<file path="config.mk">
export PLATFORM = sky130hd
export DESIGN_NAME = display_mux_14seg
export DESIGN_NICKNAME = d
export VERILOG_FILES = /design/src/rtl/display_mux_14seg_pkg.sv /design/src/rtl/display_mux_14seg_scan_prescaler.sv /design/src/rtl/display_mux_14seg.sv
export SDC_FILE = /design/constraint.sdc
export NUM_CORES = 1
export LEC_CHECK = 0
export CAP_MARGIN = 20
export CORE_MARGIN = 2
export CORE_UTILIZATION = 55
export CTS_CLUSTER_DIAMETER = 120
export DETAILED_ROUTE_END_ITERATION = 10
export GPL_ROUTABILITY_DRIVEN = 0
export HOLD_SLACK_MARGIN = 0.15
export PLACE_DENSITY = 0.87
export SETUP_SLACK_MARGIN = 0.5
export SLEW_MARGIN = 20
export SYNTH_ARGS = -nofsm -noshare
export SYNTH_HDL_FRONTEND = slang
export SYNTH_SLANG_ARGS = --single-unit
</file>
<file path="constraint.sdc">
create_clock -name Clock -period 4.3 [get_ports Clock]
set_input_delay 0.645 -clock Clock [delete_from_list [all_inputs] [get_ports Clock]]
set_output_delay 0.645 -clock Clock [all_outputs]
set_load 0.02 [all_outputs]
</file>
<file path="src/rtl/display_mux_14seg_pkg.sv">
// Shared constants, state encoding and a width helper for the 14-segment display multiplexer.
package display_mux_14seg_pkg;

  localparam logic [7:0] CHAR_BLANK = 8'd0;

  typedef enum logic [1:0] {
    IDLE  = 2'd0,
    BLANK = 2'd1,
    SHOW  = 2'd2
  } scan_state_t;

  function automatic int clog2(input int value);
    int result;
    result = 0;
    for (int v = value - 1; v > 0; v = v >> 1) begin
      result++;
    end
    return result;
  endfunction

endpackage

</file>
<file path="src/rtl/display_mux_14seg_scan_prescaler.sv">
// Free-running slot counter: counts 0..PERIOD-1 and flags the last count of each digit slot.
module scan_prescaler
  import display_mux_14seg_pkg::*;
#(
  parameter int PERIOD  = 10,
  parameter int COUNT_W = 4
) (
  input  logic               Clock,
  input  logic               Reset,
  input  logic               Clear_i,
  output logic [COUNT_W-1:0] Count_o,
  output logic               Terminal_o
);

  localparam logic [COUNT_W-1:0] LAST_COUNT = COUNT_W'(PERIOD - 1);

  assign Terminal_o = (Count_o == LAST_COUNT);

  always_ff @(posedge Clock or posedge Reset) begin
    if (Reset) begin
      Count_o <= '0;
    end else if (Clear_i || Terminal_o) begin
      Count_o <= '0;
    end else begin
      Count_o <= Count_o + 1'b1;
    end
  end

endmodule

</file>
<file path="src/rtl/display_mux_14seg.sv">
// Digit scanner feeding the shared 14-segment decoder: character buffer, blank/show
// sequencing per digit slot and an end-of-frame pulse.
module display_mux_14seg
  import display_mux_14seg_pkg::*;
#(
  parameter int DIGITS             = 4,
  parameter int CLOCK_HZ           = 25000000,
  parameter int SCAN_HZ            = 1000,
  parameter int BLANK_CYCLES       = 16,
  parameter bit SELECT_ACTIVE_HIGH = 1'b1
) (
  input  logic                      Clock,
  input  logic                      Reset,
  input  logic                      Enable_i,
  input  logic                      WriteEnable_i,
  input  logic [clog2(DIGITS)-1:0]  WriteAddr_i,
  input  logic [7:0]                WriteData_i,
  output logic [7:0]                Data_o,
  output logic                      DecoderEnable_o,
  output logic [DIGITS-1:0]         Digit_o,
  output logic                      FrameDone_o
);

  localparam int PERIOD  = CLOCK_HZ / SCAN_HZ;
  localparam int IDX_W   = clog2(DIGITS);
  localparam int COUNT_W = (clog2(PERIOD) < 1) ? 1 : clog2(PERIOD);

  localparam logic [IDX_W-1:0]   LAST_INDEX = IDX_W'(DIGITS - 1);
  localparam logic [COUNT_W-1:0] BLANK_LAST = COUNT_W'(BLANK_CYCLES - 1);
  localparam logic [DIGITS-1:0]  DIGIT_OFF  = SELECT_ACTIVE_HIGH ? {DIGITS{1'b0}} : {DIGITS{1'b1}};

  scan_state_t        state;
  logic [IDX_W-1:0]   index;
  logic [IDX_W-1:0]   next_index;
  logic [COUNT_W-1:0] count;
  logic               terminal;
  logic               prescaler_clear;
  logic [7:0]         char_buf [DIGITS];

  function automatic logic [DIGITS-1:0] digit_select(input logic [IDX_W-1:0] idx);
    logic [DIGITS-1:0] onehot;
    onehot      = '0;
    onehot[idx] = 1'b1;
    return SELECT_ACTIVE_HIGH ? onehot : ~onehot;
  endfunction

  // The slot counter only runs while scanning, so every scan starts at a slot boundary.
  assign prescaler_clear = !Enable_i || (state == IDLE);
  assign next_index      = (index == LAST_INDEX) ? '0 : index + 1'b1;

  scan_prescaler #(
    .PERIOD  (PERIOD),
    .COUNT_W (COUNT_W)
  ) u_prescaler (
    .Clock      (Clock),
    .Reset      (Reset),
    .Clear_i    (prescaler_clear),
    .Count_o    (count),
    .Terminal_o (terminal)
  );

  // Out-of-range addresses simply match no entry.
  always_ff @(posedge Clock or posedge Reset) begin
    if (Reset) begin
      for (int k = 0; k < DIGITS; k++) begin
        char_buf[k] <= CHAR_BLANK;
      end
    end else if (WriteEnable_i) begin
      for (int k = 0; k < DIGITS; k++) begin
        if (WriteAddr_i == IDX_W'(k)) begin
          char_buf[k] <= WriteData_i;
        end
      end
    end
  end

  always_ff @(posedge Clock or posedge Reset) begin
    if (Reset) begin
      state           <= IDLE;
      index           <= '0;
      Data_o          <= CHAR_BLANK;
      DecoderEnable_o <= 1'b0;
      Digit_o         <= DIGIT_OFF;
      FrameDone_o     <= 1'b0;
    end else begin
      FrameDone_o <= 1'b0;
      if (!Enable_i) begin
        state           <= IDLE;
        index           <= '0;
        Data_o          <= CHAR_BLANK;
        DecoderEnable_o <= 1'b0;
        Digit_o         <= DIGIT_OFF;
      end else begin
        case (state)
          IDLE: begin
            state           <= BLANK;
            index           <= '0;
            Data_o          <= char_buf[0];
            DecoderEnable_o <= 1'b0;
            Digit_o         <= DIGIT_OFF;
          end
          BLANK: begin
            Data_o <= char_buf[index];
            if (count == BLANK_LAST) begin
              state           <= SHOW;
              DecoderEnable_o <= 1'b1;
              Digit_o         <= digit_select(index);
            end
          end
          SHOW: begin
            if (terminal) begin
              // Data for the next digit is presented already during its blank gap.
              state           <= BLANK;
              index           <= next_index;
              Data_o          <= char_buf[next_index];
              DecoderEnable_o <= 1'b0;
              Digit_o         <= DIGIT_OFF;
              FrameDone_o     <= (index == LAST_INDEX);
            end else begin
              Data_o <= char_buf[index];
            end
          end
          default: begin
            state           <= IDLE;
            index           <= '0;
            Data_o          <= CHAR_BLANK;
            DecoderEnable_o <= 1'b0;
            Digit_o         <= DIGIT_OFF;
          end
        endcase
      end
    end
  end

endmodule

</file>
==> results of run 1 <==
## worst paths after layout
kind | start | cells past startpoint | slack (ns) | to
worst max-delay path | index[0] | 5 | 1.79 | Data_o[1]
worst min-delay path | u_prescaler.Count_o[0] | 1 | 0.47 | u_prescaler.Count_o[0]
worst max register to register | index[0] | 5 | 1.79 | Data_o[1]
worst min register to register | u_prescaler.Count_o[0] | 1 | 0.47 | u_prescaler.Count_o[0]
max in group asynchronous | Reset | 3 | 2.80 | char_buf[4]
min in group asynchronous | Reset | 2 | 0.76 | u_prescaler.Count_o[4]
## power by group
| group | switching, W | internal [W] | leakage, nW |
|---|---|---|---|
| logic | 0.0000810 | 0.000131 | 0.735 |
| clock network | 0.000239 | 0.000255 | 0.0906 |
| registers | 0.0000513 | 0.000670 | 0.815 |
## cell families after synthesis
logic type,count (synthesis),synth area share
AOI/OAI and AO/OA,27,0.0544
and+or+nand+nor,68,0.127
muxes,64,0.268
DFF,64,0.487
xor gates and xnor gates,9,0.0240
buffers and inverters,15,0.0206
adders and majority gates,5,0.0190
## cell usage after synthesis, types with 3 or more instances
library cell / n
a21oi_1: 4
buf_2: 3
clkbuf_1: 4
dfrtp_1: 64
ha_1: 5
inv_1: 6
mux2_2: 32
mux2i_1: 16
mux4_2: 16
nand2_1: 4
nand3_1: 16
nand4_1: 7
nor2_1: 15
o211ai_1: 4
o21ai_0: 4
o22ai_1: 8
or3_1: 3
xnor2_1: 3
xor2_1: 6
## routing by layer
metal	part of all wire	vias up	GRT usage	wire length [µm]
met3	0.035	7	0.0611	227
met4	0.0099	0	0.0797	64
met5	0	-	0	0
met2	0.51	46	0.375	3300
met1	0.45	1125	0.273	2890
li1	-	1024	-	-
## layout make-up
type | instances | area (µm²) | area share
multi-input cells | 173 | 1620 | 0.425
flip-flops and latches | 64 | 1600 | 0.421
repair buffers | 28 | 278 | 0.0730
clock buffers | 12 | 165 | 0.0434
well taps | 75 | 93.8 | 0.0246
clock inverters | 4 | 27.5 | 0.00723
inverters | 6 | 23.8 | 0.00624
## per-stage QoR
stage	total power (W)	hold slack (ns)	setup WS (ns)	instance area, µm²
2_1_floorplan	0.000872	0.432	2.06	3290
3_3_place_gp	0.000931	0.449	1.84	3610
3_5_place_dp	0.000947	0.463	1.76	3610
4_1_cts	0.00144	0.472	1.75	3810
5_1_grt	0.00149	0.496	1.57	3810
6_report	0.00143	0.470	1.79	3810
## flip-flops by register name, indices dropped and copies added (netlist names)
signal	count
Data_o	8
u_prescaler.Count_o	15
FrameDone_o	1
index	2
char_buf	32
Digit_o	4
DecoderEnable_o	1
state	1
==> results.ini, run 1 <==
[cells_and_area]
antenna_cells=0
nFillCells=433
finalNonFillerCells=362
final_nets=301
mostFrequentLayoutCells=64 x dfrtp_1, 32 x mux2_2, 27 x clkdlybuf4s50_1
final_common_cell=dfrtp_1
syn2layout_area_growth_pct=15.8
final_util=0.651
drive_above_1_share=0.268

[pwr]
ir_drop_mv=0.276
p_per_area_nw_per_um2=375
p_leak_nw=1.64

[sta]
setup_viol=0
worst_pin_slew_ns=0.819
relSlewSlack=0.453
slew_violations=0
max_freq_mhz=398
period_share=0.584
rsz0062_at_grt=no
min_period_ns=2.51
finalClockSkew_ns=0.0149
hold_viol=0
tns_ns=0

[global_route]
grt_first_pass_wirelength_um=10700
grt_max_degree=49
grt.overflow.total=0
grt_pass1_vias=2248
antenna_found_initial=0
grt_usage=0.222

[floorplanning]
row_count=28
fp.coreArea_um2=5850
start_util=0.562
die_w_um=81.3
die_h_um=81.3
die_area_um2=6610
ios=28

[routing]
drtPass1Iterations=4
ant_nets=0
wl_per_cell_um=17.9
via_per_inst=6.08
totalWireLength_um=6490
drt_iter0_markers=101
drcViolationCount=0
via_count=2202

[placement]
dp_cells=346
port_buffers=27
dp_hpwl_um=4400

[synth]
ys_seq_area_frac=0.487
synth-seq-cells=64
synth_flop_cell=dfrtp_1
synth_top_cell_area_share=0.487
synthesis.area_um2=3290
async_reset_ff_frac=1.00
synthDistinctLibCells=45
synth.avg_cell_area_um2=13.0
synth_area_leaders=dfrtp_1 49%, mux2_2 11%, mux4_2 11%
synth_top_area_cell=dfrtp_1
syn_inst=252
synth_fp_nets=271
synth_edf_count=0
synth_warnings=0

[worst_setup_path]
crit_path_cell_trace=ha_1 -> nor2_2 -> mux4_2 -> mux2i_1 -> o22ai_1
worst-setup-path-type=flip-flop to flip-flop
crit_family=multiplexers
path_buf_inv=0
arrival_ns=2.71
crit_slowest_cell=dfrtp_1
cp.required_ns=4.50
slowest_delay_ns=0.62
cp_max_fo=13
endpoint_kind=flip-flop
cp-start-kind=flip-flop

[hold_path]
hold_path.class=flip-flop to flip-flop

[clock_tree]
cts_setup_buffers=0
numCtsBuffers=9
worstSkewPairLatency_ns=0.35
cts.path.max_buffers=2
path_clk_slew_ns=0.07
htreeDepth=3
cts_tree=built
cts_hold_buf=0
root_buffer=clkbuf_8
cts_num_sinks=64
cts_resized=0

[outcome]
status=finished clean

[flow_run]
drv_cap=0

Power figures use the tool's default switching activity.
==> inputs of run 2 (changes only) <==
clock period = 2.6 ns   (was 4.3 ns; I/O delays follow)
==> run 2 against run 1 <==
Die area stayed put. Wire length is 1.2% lower. Flip-flop and latch count unchanged. Sequential share of layout area shrank 0.49 points. Cell count is 1.7% higher. Combinational power is 67% higher. First-iteration DRC count increased by 4.0%. Register-to-register slack lost 1.2 ns. Clock skew fell by 0.0068 ns. Sequential power grew 66%. Final area is 1.2% higher.
==> results.ini, run 2 (synthesis results as in run 1) <==
[outcome]
status=finished clean

[cells_and_area]
antenna_cells=0
mostFrequentLayoutCells=64 x dfrtp_1, 32 x mux2_2, 27 x clkdlybuf4s50_1
largest_register_ffs=32
syn2layout_area_growth_pct=17.2
final_common_cell=dfrtp_1
drive_above_1_share=0.280
top_register=char_buf
final_nets=308
final_util=0.658
reg_top3=char_buf (32), u_prescaler.Count_o (15), Data_o (8)

[clock_tree]
cts_resized=0
cts_hold_buf=0
root_buffer=clkbuf_8
cts.path.max_buffers=2
path_clk_slew_ns=0.07
cts_tree=built
htreeDepth=3
cts_setup_buffers=0
numCtsBuffers=9
cts_num_sinks=64
worstSkewPairLatency_ns=0.34

[global_route]
antenna_found_initial=0
grt_pass1_vias=2294
grt_usage=0.223
grt.overflow.total=0
grt_max_degree=30
grt_first_pass_wirelength_um=11000

[floorplanning]
row_count=28
die_w_um=81.3
start_util=0.562
die_h_um=81.3
fp.coreArea_um2=5850
ios=28
die_area_um2=6610

[routing]
via_per_inst=6.27
wl_per_cell_um=17.4
via_count=2307
drcViolationCount=0
ant_nets=0
drt_iter0_markers=105
totalWireLength_um=6410
drtPass1Iterations=5

[worst_setup_path]
arrival_ns=2.24
path_buf_inv=1
cp_max_fo=5
slowest_delay_ns=0.51
worst-setup-path-type=flip-flop to flip-flop
cp-start-kind=flip-flop
cp.required_ns=2.79
crit_path_cell_trace=ha_1 -> nor2_2 -> buf_4 -> mux4_2 -> mux2i_1 -> o22ai_1
endpoint_kind=flip-flop
crit_family=multiplexers
crit_slowest_cell=mux4_2

[sta]
period_share=0.787
slew_violations=0
max_freq_mhz=488
rsz0062_at_grt=yes
hold_slack_ns=0.438
hold_viol=0
worst_pin_slew_ns=0.670
tns_ns=0
finalClockSkew_ns=0.00810
min_period_ns=2.05
relSlewSlack=0.552
setup_viol=0

[placement]
port_buffers=27
dp_hpwl_um=4390

[pwr]
p_per_area_nw_per_um2=615
ir_drop_mv=0.424
p_leak_nw=1.68

[flow_run]
drv_cap=0

[hold_path]
hold_path.class=input port to asynchronous set/reset pin

## run 2: cell type report
class                      count  area, µm²
inverter                       6       22.5
clock inverter                 4       45.0
multi-input combinational    173       1620
timing repair buffer          35        330
fill                         435       2000
tap                           75       93.8
clock buffer                  11        141
sequential                    64       1600
## run 2: final timing paths
| check | startpoint | to | slack, ns | cells after the start |
|---|---|---|---|---|
| hold reg to reg | u_prescaler.Count_o[0] | u_prescaler.Count_o[0] | 0.46 | 1 |
| max in group asynchronous | Reset | char_buf[31] | 1.41 | 3 |
| setup reg to reg | index[0] | Data_o[2] | 0.55 | 6 |
| min in group Clock | u_prescaler.Count_o[0] | u_prescaler.Count_o[0] | 0.46 | 1 |
| hold / removal | Reset | u_prescaler.Count_o[8] | 0.44 | 2 |
| setup / recovery | index[0] | Data_o[2] | 0.55 | 6 |
## run 2: where the power goes
part	switching, W	leakage, nW	internal (W)	total (W)
clock network	0.000360	0.0989	0.000459	0.000819
registers	0.0000876	0.815	0.00111	0.00120
logic	0.000136	0.771	0.000218	0.000354
total	0.000583	1.68	0.00179	0.00237
## run 2: stage by stage
stage	instances	area, µm²	setup slack, ns	power (W)
2_1_floorplan	252	3290	0.568	0.00144
3_3_place_gp	353	3670	0.529	0.00155
3_5_place_dp	353	3670	0.467	0.00157
4_1_cts	368	3850	0.586	0.00239
5_1_grt	368	3850	0.456	0.00248
6_report	368	3850	0.553	0.00237
## run 2: per-layer routing
metal | vias up | wire, µm | track usage
met2 | 69 | 3120 | 0.352
met5 | - | 0 | 0
met3 | 10 | 299 | 0.0511
met4 | 0 | 86 | 0.0932
met1 | 1195 | 2910 | 0.297
li1 | 1033 | - | -
==> inputs of run 3 (changes only) <==
clock period = 2.1 ns   (was 2.6 ns; I/O delays follow)
==> run 3 against run 2 <==
Register-to-register slack worse by 0.22 ns. Critical path type unchanged. Sequential share of layout area is 4.1 points lower. Core utilization is 7.6 points higher. Power is 19% higher. Via count is 7.8% higher. Cell count is 9.2% higher. Worst hold slack worse by 0.058 ns. Critical endpoint is now Data_o[7].
==> results.ini, run 3 (synthesis results as in run 1) <==
[worst_setup_path]
r2r_setup_slack_ns=0.33
cp.required_ns=2.31
timing.rr.start=index[0]
endpoint_kind=flip-flop
ff2ff_path_depth=6
timing.rr.end=Data_o[7]
arrival_ns=1.98
worst-setup-path-type=flip-flop to flip-flop
cp_max_fo=8
cp-start-kind=flip-flop

[global_route]
grtUsageMet2=0.434
antenna_found_initial=0
top_usage_layer=met2
grt_pass1_vias=2478
grt_max_degree=31
grt_use_met1=0.309
grt.overflow.total=0
grt_use_met3=0.0467
grt_first_pass_wirelength_um=12100
grt_usage=0.253

[pwr]
p_per_area_nw_per_um2=657
clock_power_share=0.319
p_sw_w=0.000736
ir_drop_mv=0.496
p_int_w=0.00209
combPwrFrac=0.159
pwr-share-seq=0.522
p_leak_nw=1.92
p_sw_frac=0.261

[cells_and_area]
final_util=0.734
mostFrequentLayoutCells=57 x dfrtp_1, 32 x mux2_2, 28 x buf_4, 16 x mux4_2, 16 x mux2i_1
largest_register_ffs=32
top_register=char_buf
syn2layout_area_growth_pct=30.7
final_nets=343
drive_above_1_share=0.413
fin_area_um2=4300
antenna_cells=0
final_common_cell=dfrtp_1
reg_top3=char_buf (32), u_prescaler.Count_o (15), Data_o (8)

[clock_tree]
cts_hold_buf=0
worstSkewPairLatency_ns=0.34
cts_num_sinks=64
numCtsBuffers=9
cts_tree=built
path_clk_slew_ns=0.07
htreeDepth=3
cts.path.max_buffers=2
root_buffer=clkbuf_8

[sta]
slew_violations=0
hold_viol=0
finalClockSkew_ns=0.00712
rsz0062_at_grt=yes
tns_ns=0
min_period_ns=1.77
max_freq_mhz=566
relSlewSlack=0.608
worst_pin_slew_ns=0.586
period_share=0.842
setup_viol=0

[routing]
wl_per_cell_um=19.7
via_count=2486
ant_nets=0
via_per_inst=6.18
drt_iter0_markers=167
drcViolationCount=0
drtPass1Iterations=4
totalWireLength_um=7910

[floorplanning]
ios=28
die_area_um2=6610
die_w_um=81.3
start_util=0.562
die_h_um=81.3
fp.coreArea_um2=5850
row_count=28

[flow_run]
drv_cap=0

[outcome]
status=finished clean

[placement]
port_buffers=27
dp_hpwl_um=4640
placed_area_um2=3740

[hold_path]
hold_path.class=input port to asynchronous set/reset pin

run 3: critical path, stage by stage (launching register included):
cell and delay, ns:
dfrtp_2 0.45, ha_4 0.19, nor2_4 0.10, buf_12 0.14
mux4_2 0.50, mux2i_1 0.15, o22ai_1 0.11
run 3: cell type report:
type | instances | area (µm²)
Tap cell | 75 | 93.8
Multi-Input combinational cell | 174 | 1760
Inverter | 6 | 28.8
Clock inverter | 1 | 5.00
Timing Repair Buffer | 69 | 649
Fill cell | 368 | 1550
Clock buffer | 13 | 149
Sequential cell | 64 | 1610
run 3: per-layer routing:
metal	part of all wire	up-vias
met5	0	-
met4	0.021	0
met3	0.043	16
met2	0.52	76
met1	0.41	1293
li1	-	1101
run 3: how the worst max path moves through the flow:
| stage | start | to | slack, ns | depth (start not counted) |
|---|---|---|---|---|
| finish | index[0] | Data_o[7] | 0.33 | 6 |
| global route | index[0] | Data_o[7] | 0.27 | 6 |
| CTS | index[0] | Data_o[7] | 0.33 | 6 |
| detailed placement | index[0] | Data_o[2] | 0.20 | 5 |
| global placement | index[0] | Data_o[5] | 0.26 | 5 |
| floorplan | index[1] | Data_o[0] | 0.20 | 7 |
run 3: repair_timing:
item / in CTS / in global routing
gates cloned: 0 / 1
pin swaps: 16 / 19
resized for setup: 37 / 21
buffers inserted: 22 / 7
setup endpoints to repair: 43 / 35
run 3: power by group through the flow:
stage	logic, W	clock network (W)	registers, W
6_report	0.000449	0.000902	0.00147
5_1_grt	0.000487	0.000964	0.00149
4_1_cts	0.000448	0.000910	0.00147
3_5_place_dp	0.000454	0	0.00149
3_3_place_gp	0.000434	0	0.00148
2_1_floorplan	0.000299	0	0.00149
run 3: metrics by stage:
stage / hold slack (ns) / worst slack (ns) / power, W / instances
2_1_floorplan: 0.432 / 0.197 / 0.00179 / 252
3_3_place_gp: 0.454 / 0.259 / 0.00192 / 358
3_5_place_dp: 0.457 / 0.196 / 0.00195 / 358
4_1_cts: 0.385 / 0.326 / 0.00283 / 394
5_1_grt: 0.435 / 0.267 / 0.00294 / 402
6_report: 0.380 / 0.332 / 0.00282 / 402
